[src/rtl/leaf_multi_echo_if.sv]
// leaf_multi_echo_if: packed BFT leaf bundle for NUM_CH channels.
// din/resend/ap_start flow to the leaf; dout/overflow/done flow back.
interface leaf_multi_echo_if #(
  parameter int NUM_CH = 4,
  parameter int PW     = 49
);
  logic [NUM_CH*PW-1:0] din_leaf_bft2interface;
  logic [NUM_CH*PW-1:0] dout_leaf_interface2bft;
  logic [NUM_CH-1:0]    resend;
  logic [NUM_CH-1:0]    ap_start;
  logic [NUM_CH-1:0]    overflow;
  logic [NUM_CH-1:0]    done;

  modport master (
    output din_leaf_bft2interface,
    output resend,
    output ap_start,
    input  dout_leaf_interface2bft,
    input  overflow,
    input  done
  );

  modport slave (
    input  din_leaf_bft2interface,
    input  resend,
    input  ap_start,
    output dout_leaf_interface2bft,
    output overflow,
    output done
  );
endinterface

[src/rtl/leaf_multi_echo.sv]
// leaf_multi_echo: NUM_CH independent BFT test leaves (loopback or generator).
// Ports: clk, reset (sync, high), bft slave bundle (din/resend/ap_start in; dout/overflow/done out).
module leaf_multi_echo #(
  parameter int NUM_CH    = 4,
  parameter int PW        = 49,
  parameter int ADDR_W    = 5,
  parameter int DEPTH     = 8,
  parameter int MODE      = 0,
  parameter int GEN_COUNT = 16,
  parameter logic [NUM_CH*ADDR_W-1:0] DEST = '0
) (
  input  logic             clk,
  input  logic             reset,
  leaf_multi_echo_if.slave bft
);
  localparam int PLW = PW - 1 - ADDR_W;
  localparam int AW  = $clog2(DEPTH);
  localparam int CW  = (GEN_COUNT < 1) ? 1 : $clog2(GEN_COUNT + 1);
  localparam logic [AW:0]   FULL_CNT = (AW+1)'(DEPTH);
  localparam logic [CW-1:0] GC       = CW'(GEN_COUNT);

  typedef enum logic [1:0] {
    S_IDLE,
    S_RUN,
    S_DONE
  } gen_state_e;

  for (genvar i = 0; i < NUM_CH; i++) begin : g_ch
    logic [PW-1:0]     out_q;
    logic [ADDR_W-1:0] dest_i;
    logic              acc;
    logic              free;

    assign dest_i = DEST[i*ADDR_W +: ADDR_W];
    assign acc    = out_q[PW-1] & ~bft.resend[i];
    // register can take a new packet this edge
    assign free   = ~out_q[PW-1] | acc;
    assign bft.dout_leaf_interface2bft[i*PW +: PW] = out_q;

    if (MODE == 0) begin : g_lb
      logic [PLW-1:0] mem [DEPTH];
      logic [AW:0]    wr_ptr;
      logic [AW:0]    rd_ptr;
      logic [AW:0]    cnt;
      logic [PW-1:0]  din_i;
      logic           full;
      logic           empty;
      logic           pop;
      logic           wr;
      logic           drop;
      logic           ovf_q;
      logic           unused_dst;

      assign din_i = bft.din_leaf_bft2interface[i*PW +: PW];
      // inbound dest is overwritten on the way out
      assign unused_dst = ^din_i[PW-2 -: ADDR_W];

      assign cnt   = wr_ptr - rd_ptr;
      assign full  = (cnt == FULL_CNT);
      assign empty = (cnt == '0);
      assign pop   = free & ~empty & bft.ap_start[i];
      // a pop this edge frees a slot for the incoming write
      assign wr    = din_i[PW-1] & (~full | pop);
      assign drop  = din_i[PW-1] & full & ~pop;

      always_ff @(posedge clk) begin
        if (wr) begin
          mem[wr_ptr[AW-1:0]] <= din_i[PLW-1:0];
        end
      end

      always_ff @(posedge clk) begin
        if (reset) begin
          wr_ptr <= '0;
          rd_ptr <= '0;
          ovf_q  <= 1'b0;
          out_q  <= '0;
        end else begin
          if (wr) begin
            wr_ptr <= wr_ptr + (AW+1)'(1);
          end
          if (pop) begin
            rd_ptr <= rd_ptr + (AW+1)'(1);
          end
          if (drop) begin
            ovf_q <= 1'b1;
          end
          if (pop) begin
            out_q <= {1'b1, dest_i, mem[rd_ptr[AW-1:0]]};
          end else if (acc) begin
            out_q <= '0;
          end
        end
      end

      assign bft.overflow[i] = ovf_q;
      assign bft.done[i]     = 1'b0;
    end else begin : g_gen
      gen_state_e    st_q;
      gen_state_e    st_d;
      logic [CW-1:0] cnt_q;
      logic [CW-1:0] cnt_d;
      logic [PW-1:0] out_d;
      logic          done_q;
      logic          done_d;
      logic          ap_q;
      logic          rise;
      logic          unused_din;

      assign unused_din = ^bft.din_leaf_bft2interface[i*PW +: PW];
      assign rise = bft.ap_start[i] & ~ap_q;

      always_comb begin
        st_d   = st_q;
        cnt_d  = cnt_q;
        done_d = done_q;
        out_d  = acc ? '0 : out_q;
        unique case (st_q)
          S_IDLE: begin
            if (rise) begin
              st_d   = S_RUN;
              cnt_d  = '0;
              done_d = 1'b0;
            end
          end
          S_RUN: begin
            if (cnt_q != GC) begin
              if (free && bft.ap_start[i]) begin
                out_d = {1'b1, dest_i, PLW'(cnt_q)};
                cnt_d = cnt_q + CW'(1);
              end
            end else if (free) begin
              // last packet has left the register
              st_d = S_DONE;
            end
          end
          S_DONE: begin
            done_d = 1'b1;
            if (rise) begin
              st_d   = S_RUN;
              cnt_d  = '0;
              done_d = 1'b0;
            end
          end
          default: st_d = S_IDLE;
        endcase
      end

      always_ff @(posedge clk) begin
        if (reset) begin
          st_q   <= S_IDLE;
          cnt_q  <= '0;
          done_q <= 1'b0;
          out_q  <= '0;
          ap_q   <= 1'b0;
        end else begin
          st_q   <= st_d;
          cnt_q  <= cnt_d;
          done_q <= done_d;
          out_q  <= out_d;
          ap_q   <= bft.ap_start[i];
        end
      end

      assign bft.overflow[i] = 1'b0;
      assign bft.done[i]     = done_q;
    end
  end
endmodule

[src/flat_wrapper.sv]
// flat-port wrapper written by rule: the top's interface ports become plain ports
module leaf_multi_echo_flat 
#(
  parameter int NUM_CH    = 4,
  parameter int PW        = 49,
  parameter int ADDR_W    = 5,
  parameter int DEPTH     = 8,
  parameter int MODE      = 0,
  parameter int GEN_COUNT = 16,
  parameter logic [NUM_CH*ADDR_W-1:0] DEST = '0
)
  (clk, reset, bft_din_leaf_bft2interface, bft_resend, bft_ap_start, bft_dout_leaf_interface2bft, bft_overflow, bft_done);
  leaf_multi_echo_if #(.NUM_CH(NUM_CH), .PW(PW)) bft_i ();
  input  logic clk;
  input  logic reset;
  input wire logic [$bits(bft_i.din_leaf_bft2interface)-1:0] bft_din_leaf_bft2interface;
  input wire logic [$bits(bft_i.resend)-1:0] bft_resend;
  input wire logic [$bits(bft_i.ap_start)-1:0] bft_ap_start;
  output wire logic [$bits(bft_i.dout_leaf_interface2bft)-1:0] bft_dout_leaf_interface2bft;
  output wire logic [$bits(bft_i.overflow)-1:0] bft_overflow;
  output wire logic [$bits(bft_i.done)-1:0] bft_done;
  assign bft_i.din_leaf_bft2interface = bft_din_leaf_bft2interface;
  assign bft_i.resend = bft_resend;
  assign bft_i.ap_start = bft_ap_start;
  assign bft_dout_leaf_interface2bft = bft_i.dout_leaf_interface2bft;
  assign bft_overflow = bft_i.overflow;
  assign bft_done = bft_i.done;
  leaf_multi_echo #(.NUM_CH(NUM_CH), .PW(PW), .ADDR_W(ADDR_W), .DEPTH(DEPTH), .MODE(MODE), .GEN_COUNT(GEN_COUNT), .DEST(DEST)) u_core (.clk(clk), .reset(reset), .bft(bft_i));
endmodule
[config.mk]
export PLATFORM = sky130hd
export DESIGN_NAME = leaf_multi_echo_flat
export DESIGN_NICKNAME = d
export VERILOG_FILES = /design/src/rtl/leaf_multi_echo_if.sv /design/src/rtl/leaf_multi_echo.sv /design/src/flat_wrapper.sv
export SDC_FILE = /design/constraint.sdc
export NUM_CORES = 2
export LEC_CHECK = 0
export CAP_MARGIN = 40
export CELL_PAD_IN_SITES_DETAIL_PLACEMENT = 0
export CELL_PAD_IN_SITES_GLOBAL_PLACEMENT = 1
export CORE_MARGIN = 4
export CORE_UTILIZATION = 51
export DETAILED_ROUTE_END_ITERATION = 6
export PLACE_DENSITY = 0.91
export REMOVE_ABC_BUFFERS = 1
export SLEW_MARGIN = 20
export SYNTH_ARGS = -nofsm -noshare
export SYNTH_HDL_FRONTEND = slang
export SYNTH_SLANG_ARGS = --single-unit
[constraint.sdc]
create_clock -name clk -period 10.6 [get_ports clk]
set_input_delay 3.18 -clock clk [delete_from_list [all_inputs] [get_ports clk]]
set_output_delay 3.18 -clock clk [all_outputs]
set_load 0.02 [all_outputs]
==> run_results.csv <==
group,metric,value,unit
flow_run,maxCapViolations,0,
timing,skew,0.0239,ns
timing,min_period_over_period,0.510,
clock_network,path_clk_slew,0.06,ns
clock_network,post_cts_resized,0,
hold_path,min_path_cells,2,
timing,relSlewSlack,0.429,
power_and_ir_drop,power_per_cell_area,242,nW/um^2
global_route,overflow,0,
critical_path,crit_buf_inv,2,
floorplan,die-area,127000,sq um
drt,wl,135000,um
floorplan,die_h,356,um
drt,post_drt_via_cell_ratio,5.98,
critical_path,reg2reg_depth,7,
clock_network,numCtsBuffers,158,
floorplan,die_x,356,um
logic_synthesis,synth_cell_types,54,
critical_path,path_max_fanout,43,
critical_path,reg2reg_from,"u_core.g_ch[0].g_lb.wr_ptr[2]",
clock_network,cts_buffer_depth,3,
timing,worstMarginPinSlew,0.857,ns
hold_path,hp-start,"u_core.g_ch[0].out_q[9]",
floorplan,core,120000,sq um
drt,drc,0,
clock_network,cts_tree,"yes",
logic_synthesis,post_synth.cell_area_avg,19.3,sq um
clock_network,clock_latency,0.79,ns
floorplan,io_pins,410,
logic_synthesis,yosys-top-cells-area,"edfxtp_1 (67%), mux4_2 (13%), dfxtp_1 (7.3%)",
status,outcome,"finished, final reports clean",
critical_path,slowest_stage,"buf_4",
critical_path,worstPathArrival,5.79,ns
critical_path,critPathMaxStageDelay,0.63,ns
hold_path,min_path_type,"reg2reg",
logic_synthesis,synth_seq_cells,1600,
global_route,grtUsageTotal,0.214,
clock_network,htreeDepth,4,
drt,avgRoutedWirePerCell,25.3,um
drt,via_count,31898,
placement,dp_hpwl,71600,um
logic_synthesis,synth_top_area_frac,0.670,
drt,drt_first_pass_iters,5,
floorplan,start_util,0.514,
global_route,grt_max_degree,99,
placement,gp_congestion,0.717,
clock_network,clock-sinks,1600,
timing,setup_tns,0,ns
logic_synthesis,yosys_most_used_dff,"edfxtp_1",
timing,rsz0062_at_grt,"false",
critical_path,startpoint_type,"input pin",
clock_network,ctsRootBufferMaster,"clkbuf_16",
critical_path,critical_path_class,"in2reg",
timing,hold_violations,0,
clock_network,cts_hold_buf,0,
logic_synthesis,synth.yosys.seq_area_share,0.743,
logic_synthesis,yosysTopAreaCell,"edfxtp_1",
logic_synthesis,async_flop_share,0,
global_route,antenna_found_initial,23,
global_route,grt_pass1_vias,33177,
timing,timing.hold.ws,0.463,ns
global_route,grt_pass1_wl,205000,um
placement,portBuffers,365,
logic_synthesis,yosysWarnings,0,
critical_path,crit_family,"buffers and inverters",
critical_path,crit_required,10.99,ns
critical_path,rrSetupSlack,7.31,ns
logic_synthesis,synth-edff-count,1376,
hold_path,worstHoldEndpoint,"u_core.g_ch[0].out_q[9]",
clock_network,post_cts_buffers,0,
timing,max_freq,185,MHz
logic_synthesis,synth_area,61700,sq um
final_layout,drive_above_1_share,0.214,
logic_synthesis,syn_inst,3192,
critical_path,worstSetupEndpointType,"register",
timing,setup_viol,0,
timing,finalMaxSlewViolations,0,
logic_synthesis,yosysMostFrequentCell,"edfxtp_1",
floorplan,row_count,127,
final_layout,fin_nets,3798,
logic_synthesis,synth_common_cells,"edfxtp_1 (1376), mux4_2 (344), dfxtp_1 (224)",
critical_path,crit_chain,"clkdlybuf4s50_1, a21boi_1, a211oi_4, or3_1, nor3b_2, buf_4",
final_layout,synthToLayoutAreaGrowth,18.3,%
drt,drtIter0Drc,2885,
timing,period_needed,5.41,ns
power_and_ir_drop,ir_worst_vdd,0.000206,V
drt,ant_nets,0,
power_and_ir_drop,p_leak,22.8,nW
-- tightest hold or removal path, cell delays in order (launching register included) --
cell     delay, ns
dfxtp_1       0.31
nand4_1       0.06
a21oi_1       0.05
-- kinds of logic after synthesis --
| kind of cell | share of synthesized area |
|---|---|
| multiplexers | 0.157 |
| flip-flops | 0.743 |
| AND/OR/NAND/NOR | 0.0298 |
| adder cells (fa/ha/maj) | 0.00406 |
| AO/OA/AOI/OAI | 0.0436 |
| XOR/XNOR | 0.00329 |
| other | 0.0000608 |
| buffers and inverters | 0.0195 |
-- layout make-up --
cell class | instances | area, sq um
tap | 1612 | 2020
timing repair buffer | 455 | 4650
inverter | 19 | 71.3
clock inverter | 63 | 659
multi-input combinational | 1338 | 15000
antenna | 14 | 35.0
clock buffer | 232 | 4670
fill | 8220 | 47000
sequential | 1600 | 45800
-- how the worst max path moves through the flow --
stage	endpoint	start	slack, ns	depth (start not counted)
after floorplan	u_core.g_ch[2].g_lb.mem[2][0]	bft_resend[2]	1.02	5
after global placement	register	bft_resend[0]	4.19	7
after detailed placement	register	bft_resend[0]	4.10	7
after CTS	register	bft_resend[0]	4.95	7
after global routing	u_core.g_ch[3].g_lb.mem[2][30]	bft_ap_start[3]	5.08	6
final	u_core.g_ch[3].g_lb.mem[2][30]	bft_ap_start[3]	5.19	6
-- routing by layer --
metal | part of all wire | track usage | wire (um) | vias up
met5 | 0.00062 | 0 | 83 | -
met4 | 0.021 | 0.0655 | 2870 | 12
met2 | 0.51 | 0.357 | 68200 | 1311
met1 | 0.40 | 0.285 | 53400 | 16550
li1 | - | - | - | 13815
met3 | 0.076 | 0.0458 | 10300 | 210
-- flip-flops by register name, summed over array words and instances, names as in the netlist, named ones only --
register                 count
u_core.g_ch.g_lb.mem      1376
u_core.g_ch.g_lb.wr_ptr     16
u_core.g_ch.out_q          176
u_core.g_ch.g_lb.ovf_q       4
u_core.g_ch.g_lb.rd_ptr     16
-- power by group --
part	switching, mW	internal, mW	total (mW)
Sequential	0.386	7.30	7.68
Clock	2.33	3.29	5.62
Combinational	2.22	2.10	4.32
-- through the flow --
step,std cells,total power [mW],utilization,instance area (sq um),worst slack [ns]
3_3_place_gp,5004,11.9,0.559,67100,4.19
5_1_grt,5327,18.4,0.608,72900,5.08
3_5_place_dp,5016,12.1,0.562,67400,4.10
2_1_floorplan,2957,10.7,-,60600,1.02
4_1_cts,5311,17.7,0.606,72700,4.95
6_report,5333,17.6,0.608,72900,5.19
-- cells in the final DEF (no fill, tap or decap), drive strengths merged, types with 27 or more instances in the layout --
master / count
edfxtp: 1376
nor2: 27
clkinv: 43
mux2i: 130
mux2: 57
dfxtp: 224
mux4: 344
a21oi: 200
nand4: 131
clkbuf: 233
nand3: 55
o211ai: 52
buf: 90
a21o: 133
clkdlybuf4s50: 364
Power figures use the tool's default switching activity.
